## src/rtl/song_pkg.sv

```systemverilog
// Shared constants and types for the song scheduler.
// Latency: n/a (package). Backpressure: n/a.
// Contents: per-song tick divisors and lengths in beats, the FSM state type and the song index type.
package song_pkg;

   localparam int NUM_SONGS = 8;
   localparam int DIV_W     = 24;

   typedef logic [2:0] song_idx_t;

   typedef enum logic [1:0] {IDLE, START, PLAY} state_t;

   // Core clock cycles per beat for each song.
   localparam logic [DIV_W-1:0] DIV [NUM_SONGS] = '{
      24'd8388608, 24'd5242880, 24'd3495253, 24'd2097152,
      24'd4194304, 24'd4194304, 24'd4194304, 24'd4194304
   };

   // Song length in beats. Songs 5 and 6 are reserved placeholders.
   localparam int LEN [NUM_SONGS] = '{112, 112, 112, 112, 10, 1, 1, 256};

endpackage

```

## src/rtl/song_scheduler_tempo_tick.sv

```systemverilog
// Beat tick generator: a counter that wraps every div cycles while enabled.
// Latency: tick is decoded from the count register, so it is high in the last cycle of each beat.
// Backpressure: none. clear wins over enable, and the count sits at 0 while enable is low.
// Ports: clk, rst (async, active high); clear loads div and zeroes the count;
// enable lets the count run; div is the cycles per beat; tick marks the last cycle of a beat.
module tempo_tick
   import song_pkg::*;
(
   input  logic             clk,
   input  logic             rst,
   input  logic             clear,
   input  logic             enable,
   input  logic [DIV_W-1:0] div,
   output logic             tick
);

   logic [DIV_W-1:0] divReg;
   logic [DIV_W-1:0] count;

   assign tick = enable && (count == divReg - 24'd1);

   always_ff @(posedge clk or posedge rst) begin
      if (rst) begin
         count  <= '0;
         divReg <= 24'd1;
      end else if (clear) begin
         count  <= '0;
         divReg <= div;
      end else if (!enable || tick) begin
         count  <= '0;
      end else begin
         count  <= count + 24'd1;
      end
   end

endmodule

```

## src/rtl/song_scheduler.sv

```systemverilog
// Song sequencer and arbiter. It queues play requests, picks the song with the lowest index and steps its beats.
// Latency: a request at cycle n shows in pending at n+1 and gives start_pulse at n+2. All outputs are registered.
// Backpressure: none. Requests stay in pending until their song starts, or until stop clears them.
// Ports: clk, rst (async, active high); req is the per-song play request; stop aborts the song and
// flushes the queue; song_sel and beat_num give the active song and its beat;
// playing, start_pulse, done_pulse and abort_pulse report status; pending holds the queued requests.
module song_scheduler
   import song_pkg::*;
#(
   parameter int FAST_DIV = 0,
   parameter int BEAT_W   = 12
) (
   input  logic              clk,
   input  logic              rst,
   input  logic [7:0]        req,
   input  logic              stop,
   output logic [2:0]        song_sel,
   output logic              playing,
   output logic [BEAT_W-1:0] beat_num,
   output logic              start_pulse,
   output logic              done_pulse,
   output logic              abort_pulse,
   output logic [7:0]        pending
);

   function automatic song_idx_t lowestSet(input logic [7:0] v);
      lowestSet = '0;
      for (int i = NUM_SONGS - 1; i >= 0; i--) begin
         if (v[i]) lowestSet = song_idx_t'(i);
      end
   endfunction

   state_t            state;
   song_idx_t         selNext;
   logic              preempt;
   logic              goStart;
   logic              tick;
   logic [7:0]        clearMask;
   logic [DIV_W-1:0]  divSel;
   logic [BEAT_W-1:0] lastBeat;

   assign selNext   = lowestSet(pending);
   // An equal index also preempts, which restarts the current song.
   assign preempt   = (pending != 8'd0) && (selNext <= song_sel);
   assign clearMask = (state == START) ? (8'd1 << song_sel) : 8'd0;
   assign lastBeat  = BEAT_W'(LEN[song_sel] - 1);
   assign divSel    = (FAST_DIV != 0) ? DIV_W'(FAST_DIV) : DIV[selNext];

   // done_pulse high while in PLAY marks the tail cycle of a finished song. That cycle
   // cannot be preempted and returns to IDLE, so playing drops one cycle after done_pulse.
   assign goStart = !stop && (((state == IDLE) && (pending != 8'd0)) ||
                              ((state == PLAY) && !done_pulse && preempt));

   tempo_tick uTick (
      .clk    (clk),
      .rst    (rst),
      .clear  (goStart),
      .enable ((state == START) || (state == PLAY)),
      .div    (divSel),
      .tick   (tick)
   );

   always_ff @(posedge clk or posedge rst) begin
      if (rst) begin
         state       <= IDLE;
         song_sel    <= '0;
         playing     <= 1'b0;
         beat_num    <= '0;
         start_pulse <= 1'b0;
         done_pulse  <= 1'b0;
         abort_pulse <= 1'b0;
         pending     <= '0;
      end else begin
         start_pulse <= 1'b0;
         done_pulse  <= 1'b0;
         abort_pulse <= 1'b0;
         // A new request for a bit wins over the clear of that bit.
         pending     <= (pending & ~clearMask) | req;

         if (stop) begin
            pending     <= '0;
            state       <= IDLE;
            playing     <= 1'b0;
            abort_pulse <= (state != IDLE) && !done_pulse;
         end else if (goStart) begin
            state       <= START;
            song_sel    <= selNext;
            beat_num    <= '0;
            playing     <= 1'b1;
            start_pulse <= 1'b1;
            abort_pulse <= (state == PLAY);
         end else begin
            case (state)
               START: begin
                  state <= PLAY;
                  if (tick) begin
                     if (beat_num == lastBeat) done_pulse <= 1'b1;
                     else                      beat_num   <= beat_num + 1'b1;
                  end
               end
               PLAY: begin
                  if (done_pulse) begin
                     state   <= IDLE;
                     playing <= 1'b0;
                  end else if (tick) begin
                     if (beat_num == lastBeat) done_pulse <= 1'b1;
                     else                      beat_num   <= beat_num + 1'b1;
                  end
               end
               default: state <= IDLE;
            endcase
         end
      end
   end

endmodule

```

## config.mk

```make
export PLATFORM = sky130hd
export DESIGN_NAME = song_scheduler
export DESIGN_NICKNAME = d
export VERILOG_FILES = /design/src/rtl/song_pkg.sv /design/src/rtl/song_scheduler_tempo_tick.sv /design/src/rtl/song_scheduler.sv
export SDC_FILE = /design/constraint.sdc
export NUM_CORES = 1
export LEC_CHECK = 0
export CELL_PAD_IN_SITES_DETAIL_PLACEMENT = 1
export CELL_PAD_IN_SITES_GLOBAL_PLACEMENT = 1
export CORE_AREA = 2 2 109 111
export DETAILED_ROUTE_END_ITERATION = 7
export DIE_AREA = 0 0 111 113
export GPL_ROUTABILITY_DRIVEN = 0
export PLACE_DENSITY = 0.59
export SLEW_MARGIN = 5
export SYNTH_ARGS = -nofsm -noshare
export SYNTH_HDL_FRONTEND = slang
export SYNTH_SLANG_ARGS = --single-unit
```

## constraint.sdc

```tcl
create_clock -name clk -period 4.45 [get_ports clk]
set_input_delay 1.335 -clock clk [delete_from_list [all_inputs] [get_ports clk]]
set_output_delay 1.335 -clock clk [all_outputs]
set_load 0.01 [all_outputs]
```

# Yosys cells after proc, flatten, opt, wreduce, memory -nomap -nowiden
# Memory sizes are Yosys's and may differ from the RTL's. A register that Yosys moved wholly into a read port is not among the register bits.
# Cells that the tools add are included.
[totals]
mem_count = 2
word_cells = 89
register_bits = 53
mem_bits_ro = 448
output_inout_bits = 27
input_bits = 11
[classes]
reduce_logical = 22
shift = 1
addsub = 4
n_eq_ne = 6
bitwise_logic = 6
n_lt_le_gt_ge = 2
n_mux = 37
[mem_list]
columns = ["memory", "words", "word_bits", "read_ports", "rd_clocked_by_memory_dff", "write_ports", "line", "source"]
rows = [
  ["(no name shown)", 8, 32, 1, 0, 0, "song_scheduler.sv:46", "assign lastBeat = BEAT_W'(LEN[song_sel] - 1);"],
  ["(no name shown)", 8, 24, 1, 1, 0, "song_scheduler.sv:47", "assign divSel = (FAST_DIV != 0) ? DIV_W'(FAST_DIV) : DIV[selNext];"],
]
[ops]
columns = ["op", "count"]
rows = [
  ["12-bit 2-to-1 mux", 6],
  ["24-bit 2-to-1 mux", 2],
  ["24-bit by 1-bit adder with 24-bit output (second input constant)", 1],
  ["24-bit equality test", 1],
  ["3-bit 2-to-1 mux", 8],
  ["12-bit one-hot mux with 2 select lines", 1],
  ["24-bit by 1-bit subtractor with 24-bit output (second input constant)", 1],
  ["8-bit 2-to-1 mux", 2],
  ["1-bit 2-to-1 mux", 13],
  ["12-bit by 1-bit adder with 12-bit output (second input constant)", 1],
  ["12-bit equality test", 1],
  ["12-bit by 2-bit subtractor with 12-bit output (second input constant)", 1],
  ["3-bit nonzero test", 3],
  ["8-bit bitwise AND", 1],
  ["3-bit inverter with 4-bit output", 2],
  ["8-bit inverter", 1],
  ["8-bit bitwise OR", 1],
  ["8-bit nonzero test", 1],
  ["1-bit by 3-bit << shifter with 8-bit output (first input constant)", 1],
  ["1-bit logical AND", 7],
  ["2-bit 2-to-1 mux", 3],
  ["4-bit >= comparator (second input constant)", 1],
  ["4-bit inequality test (second input constant)", 1],
  ["2-bit one-hot mux with 2 select lines", 1],
  ["12 further kinds", 17],
]

# Depth between registers and ports, before layout
[depth]
depth_word = 15
mapped_depth = 14
ltp_nobuf = 14

# Modules after synthesis
# A second synthesis with hierarchy kept.
[unflattened]
hier_cells = 560
hier_area_um2 = 5245.0
[modules_own_cells]
columns = ["module", "area_per_inst_um2", "seq_area_each_um2", "instances", "cells_per_inst"]
rows = [
  ["tempo_tick", 2975.4, 1202.4, 1, 314],
  ["song_scheduler", 2269.7, 725.7, 1, 246],
]

# Least setup slack after synthesis
# OpenSTA, ideal clock, no wires.
[synth_path]
path_kind = "reg-to-reg"
startpoint = "register song_sel[0]"
endpoint = "register beat_num[7]"
n_path_buf = 1
setup_time_ps = 119
path_slack_ps = 1295
arrival_time_ps = 3037
stages_incl_launch_ff = 12
required_time_ps = 4331
synth_period_minus_slack_ps = 3155
cell_sequence = "dfrtp_1 > inv_1 > ha_1 > nand2_1 > ha_1 > xor2_1 > or3_1 > or4_1 > or4_1 > buf_2 > and4_1 > o21a_1"
[synth_between]
elab_chain_cells = 11
elab_cells_between_ends = 19
classes_between = "1 x add/sub; 1 x order compare; 2 x eq/ne; 7 x mux; 1 x bitwise; 6 x reduce/logical; 1 x memory"
[synth_rtl]
columns = ["element", "line", "source"]
rows = [
  ["start, declared", "song_scheduler.sv:17", "output logic [2:0] song_sel,"],
  ["start signal, assigned", "song_scheduler.sv:87", "song_sel <= selNext;"],
  ["3-bit inverter with 4-bit output (implied by the code)", "song_scheduler.sv:46", ""],
  ["memory 8 x 32 bit", "n/a", ""],
  ["12-bit 2-to-1 mux (implied by the code) (2 in series)", "song_scheduler.sv:46", ""],
  ["12-bit by 2-bit subtractor with 12-bit output", "song_scheduler.sv:46", ""],
  ["12-bit equality test", "song_scheduler.sv:97, song_scheduler.sv:106", ""],
  ["12-bit 2-to-1 mux (3 in series)", "n/a", ""],
  ["12-bit one-hot mux with 2 select lines", "n/a", ""],
  ["12-bit 2-to-1 mux", "song_scheduler.sv:85", "end else if (goStart) begin"],
  ["end signal, assigned", "song_scheduler.sv:98", "else beat_num <= beat_num + 1'b1;"],
  ["end signal, assigned", "song_scheduler.sv:107", "else beat_num <= beat_num + 1'b1;"],
  ["end, declared", "song_scheduler.sv:19", "output logic [BEAT_W-1:0] beat_num,"],
]
# Several ways; a longest one is shown, not always the timed one. The select of a mux whose other input is x is not followed.
# A chain may end at the register's enable or synchronous reset.

# Worst setup path after layout
[layout_path]
startpoint = "register song_sel[1]"
endpoint = "register beat_num[7]"
# The elaborated chain is that of the path after synthesis.

==> out/metrics.yaml <==
status:
  status: "complete, no violations"
pwr:
  p_leak_nw: 1.883
  power_density_mw_per_mm2: 495.9
  ir_worst_vdd_mv: 0.3234
clock_network:
  cts_sinks: 59
  postCtsSetupBuffers: 0
  cts_buffer_depth: 2
  clk_latency_ns: 0.34
  htree_levels: 3
  post_cts_resize_count: 0
  cts_root_buffer: "clkbuf_16"
  cts_tree: "done"
  holdBufCountCts: 0
  numCtsBuffers: 9
  clkTransAtPathRegs_ns: 0.05
floorplan:
  die_area_mm2: 0.01254
  die_height_um: 113
  core_mm2: 0.01127
  rows: 39
  initial_core_util: 0.3167
  fp.dieW_um: 111
  num_io_pins: 38
synthesis:
  yosysTopAreaCellShare: 0.4066
  synth_ff_type: "dfrtp_1"
  synth-simple-area-share: 0.2594
  synthTopCellsByArea: "dfrtp_1, ha_1, xor2_1"
  synth_commonest_cells: "dfrtp_1, nor2_1, nand2_1, inv_1"
  async_reset_ff_frac: 1.000
  synth-edff-count: 0
  synth_nets: 429
  synth_top_family_by_area: "simple AND/OR/NAND/NOR gates"
  syn_area_per_cell_um2: 8.969
  synthDistinctLibCells: 48
  synth_xor_area_frac: 0.08097
  synth_compound_area_frac: 0.1153
  ys_warn_count: 0
  synth-seq-cells: 59
  synth_area_leader_cell: "dfrtp_1"
  yosysSeqAreaShare: 0.4140
  syn_inst: 398
  synth_area_mm2: 0.003570
  post-synth-top-count-cell: "dfrtp_1"
  synth-adder-area-share: 0.07010
  muxShareOfSynthArea: 0.02313
placement:
  pre_cts_ws_ns: 0.9374
  place_inst: 573
  port_buffers: 37
  dp_hpwl_mm: 7.245
cells_and_area:
  diodes: 0
  stdcell_count: 588
  area_growth_pct: 23.52
  postLayoutCoreUtil: 0.3912
  finalNetCount: 472
  drive_gt1_frac: 0.05169
global_route:
  grt_max_degree: 30
  grt_pass1_wl_mm: 17.30
  grt_pass1_vias: 3314
  antenna_found_initial: 0
  grt-ovfl-total: 0
  track_usage: 0.1744
drt:
  drtAntennaViolNets: 0
  routedWlPerCell_um: 17.11
  wl_mm: 10.06
  routed_via_density: 5.233
  drcViolationCount: 0
  vias: 3077
  firstDrtPassIters: 4
  drtIter0Drc: 163
worst_setup_path:
  r2r-start: "song_sel[1]"
  required_ns: 4.67
  reg2reg_setup_slack_ns: 0.95
  crit_path_start_kind: "flip-flop"
  worstSetupPathType: "flip-flop to flip-flop"
  cp_max_fo: 8
  end_kind: "flip-flop"
  r2r-end: "beat_num[7]"
  ff2ff_path_depth: 10
  crit_arrival_ns: 3.72
timing:
  fin_tns_setup_ns: 0
  fmax_ghz: 0.2860
  rsz0062_at_grt: "false"
  relSlewSlack: 0.2284
  fin_crit_sh: 0.7858
  tightest_slew_ns: 1.152
  finClkSkew_ns: 0.006799
  setup_viol: 0
  layout_setup_ws_ns: 0.9530
  hold_viol: 0
  final.min_clock_period_ns: 3.497
  maxSlewViolCount: 0
run:
  cap_viol_max_count: 0
min_path:
  hold_start: "uTick.divReg[23]"
  whs_path_depth: 2
  hp-class: "flip-flop to flip-flop"
  min_to: "uTick.divReg[23]"
==> sequential cells by signal (all words and copies together) (netlist names), 2 cells and up <==
| signal | cells |
|---|---|
| state | 2 |
| pending | 8 |
| beat_num | 12 |
| uTick.count | 24 |
| uTick.divReg | 6 |
| song_sel | 3 |
==> cell usage in the layout, fill, tap and decap left out, drive strengths merged, types with 11 or more instances in the layout <==
cell type,count
dfrtp,58
or4,11
clkdlybuf4s50,37
nor2,43
xor2,19
o21ai,12
nand3,23
nand2,38
inv,24
ha,20
clkbuf,13
a21oi,23
xnor2,14
nand4,13
==> worst max path at each step <==
stage                           start     endpoint  slack [ns]  cells after the start
after floorplan           song_sel[0]  beat_num[7]        1.29                     11
after global placement           stop  beat_num[6]        1.01                      6
after detailed placement         stop  beat_num[8]        0.94                      6
after CTS                 song_sel[0]  beat_num[7]        0.94                     10
after global routing      song_sel[1]  beat_num[2]        0.70                     10
final                     song_sel[1]  beat_num[7]        0.95                     10
==> through the flow <==
stage	cell area, µm²	hold WS, ns	total power, mW
final	4409	0.5094	2.186
after global routing	4409	0.5584	2.350
after CTS	4409	0.5209	2.230
after detailed placement	4114	0.5097	1.501
after global placement	4114	0.5176	1.481
after floorplan	3570	0.4702	1.223
==> report_power, final <==
group | leakage (nW) | switching (mW) | internal [mW]
Combinational | 0.943 | 0.464 | 0.321
Sequential | 0.794 | 0.0941 | 0.609
Clock | 0.146 | 0.239 | 0.459
==> area by class of cell <==
cell class	instances	area [µm²]
multi-input combinational	305	1959
tap	143	178.9
fill	1304	6863
sequential	59	1478
inverter	24	90.09
clock buffer	13	260.3
timing repair buffer	42	407.9
clock inverter	2	35.03
==> cell families after synthesis <==
logic type	after synthesis
and+or+nand+nor	180
AOI/OAI and AO/OA	64
DFF	59
buffers and inverters	34
xor gates and xnor gates	33
adders and majority gates	20
muxes	8
==> metal layers <==
metal  part of all wire  global-route usage
met5                  0                   0
met4              0.012             0.04667
met3              0.035             0.05035
met2               0.49              0.2867
met1               0.46              0.2266
==> worst max-delay path, stage by stage, from the launching register on <==
cell and delay (ns):
dfrtp_1 0.42, inv_1 0.12, ha_1 0.33, nand2_1 0.16
ha_1 0.29, xor2_1 0.15, or3_1 0.32, or4_1 0.50
or4_1 0.65, and4_1 0.26, o21a_1 0.17
No activity file was read; power rests on OpenSTA's default activity.
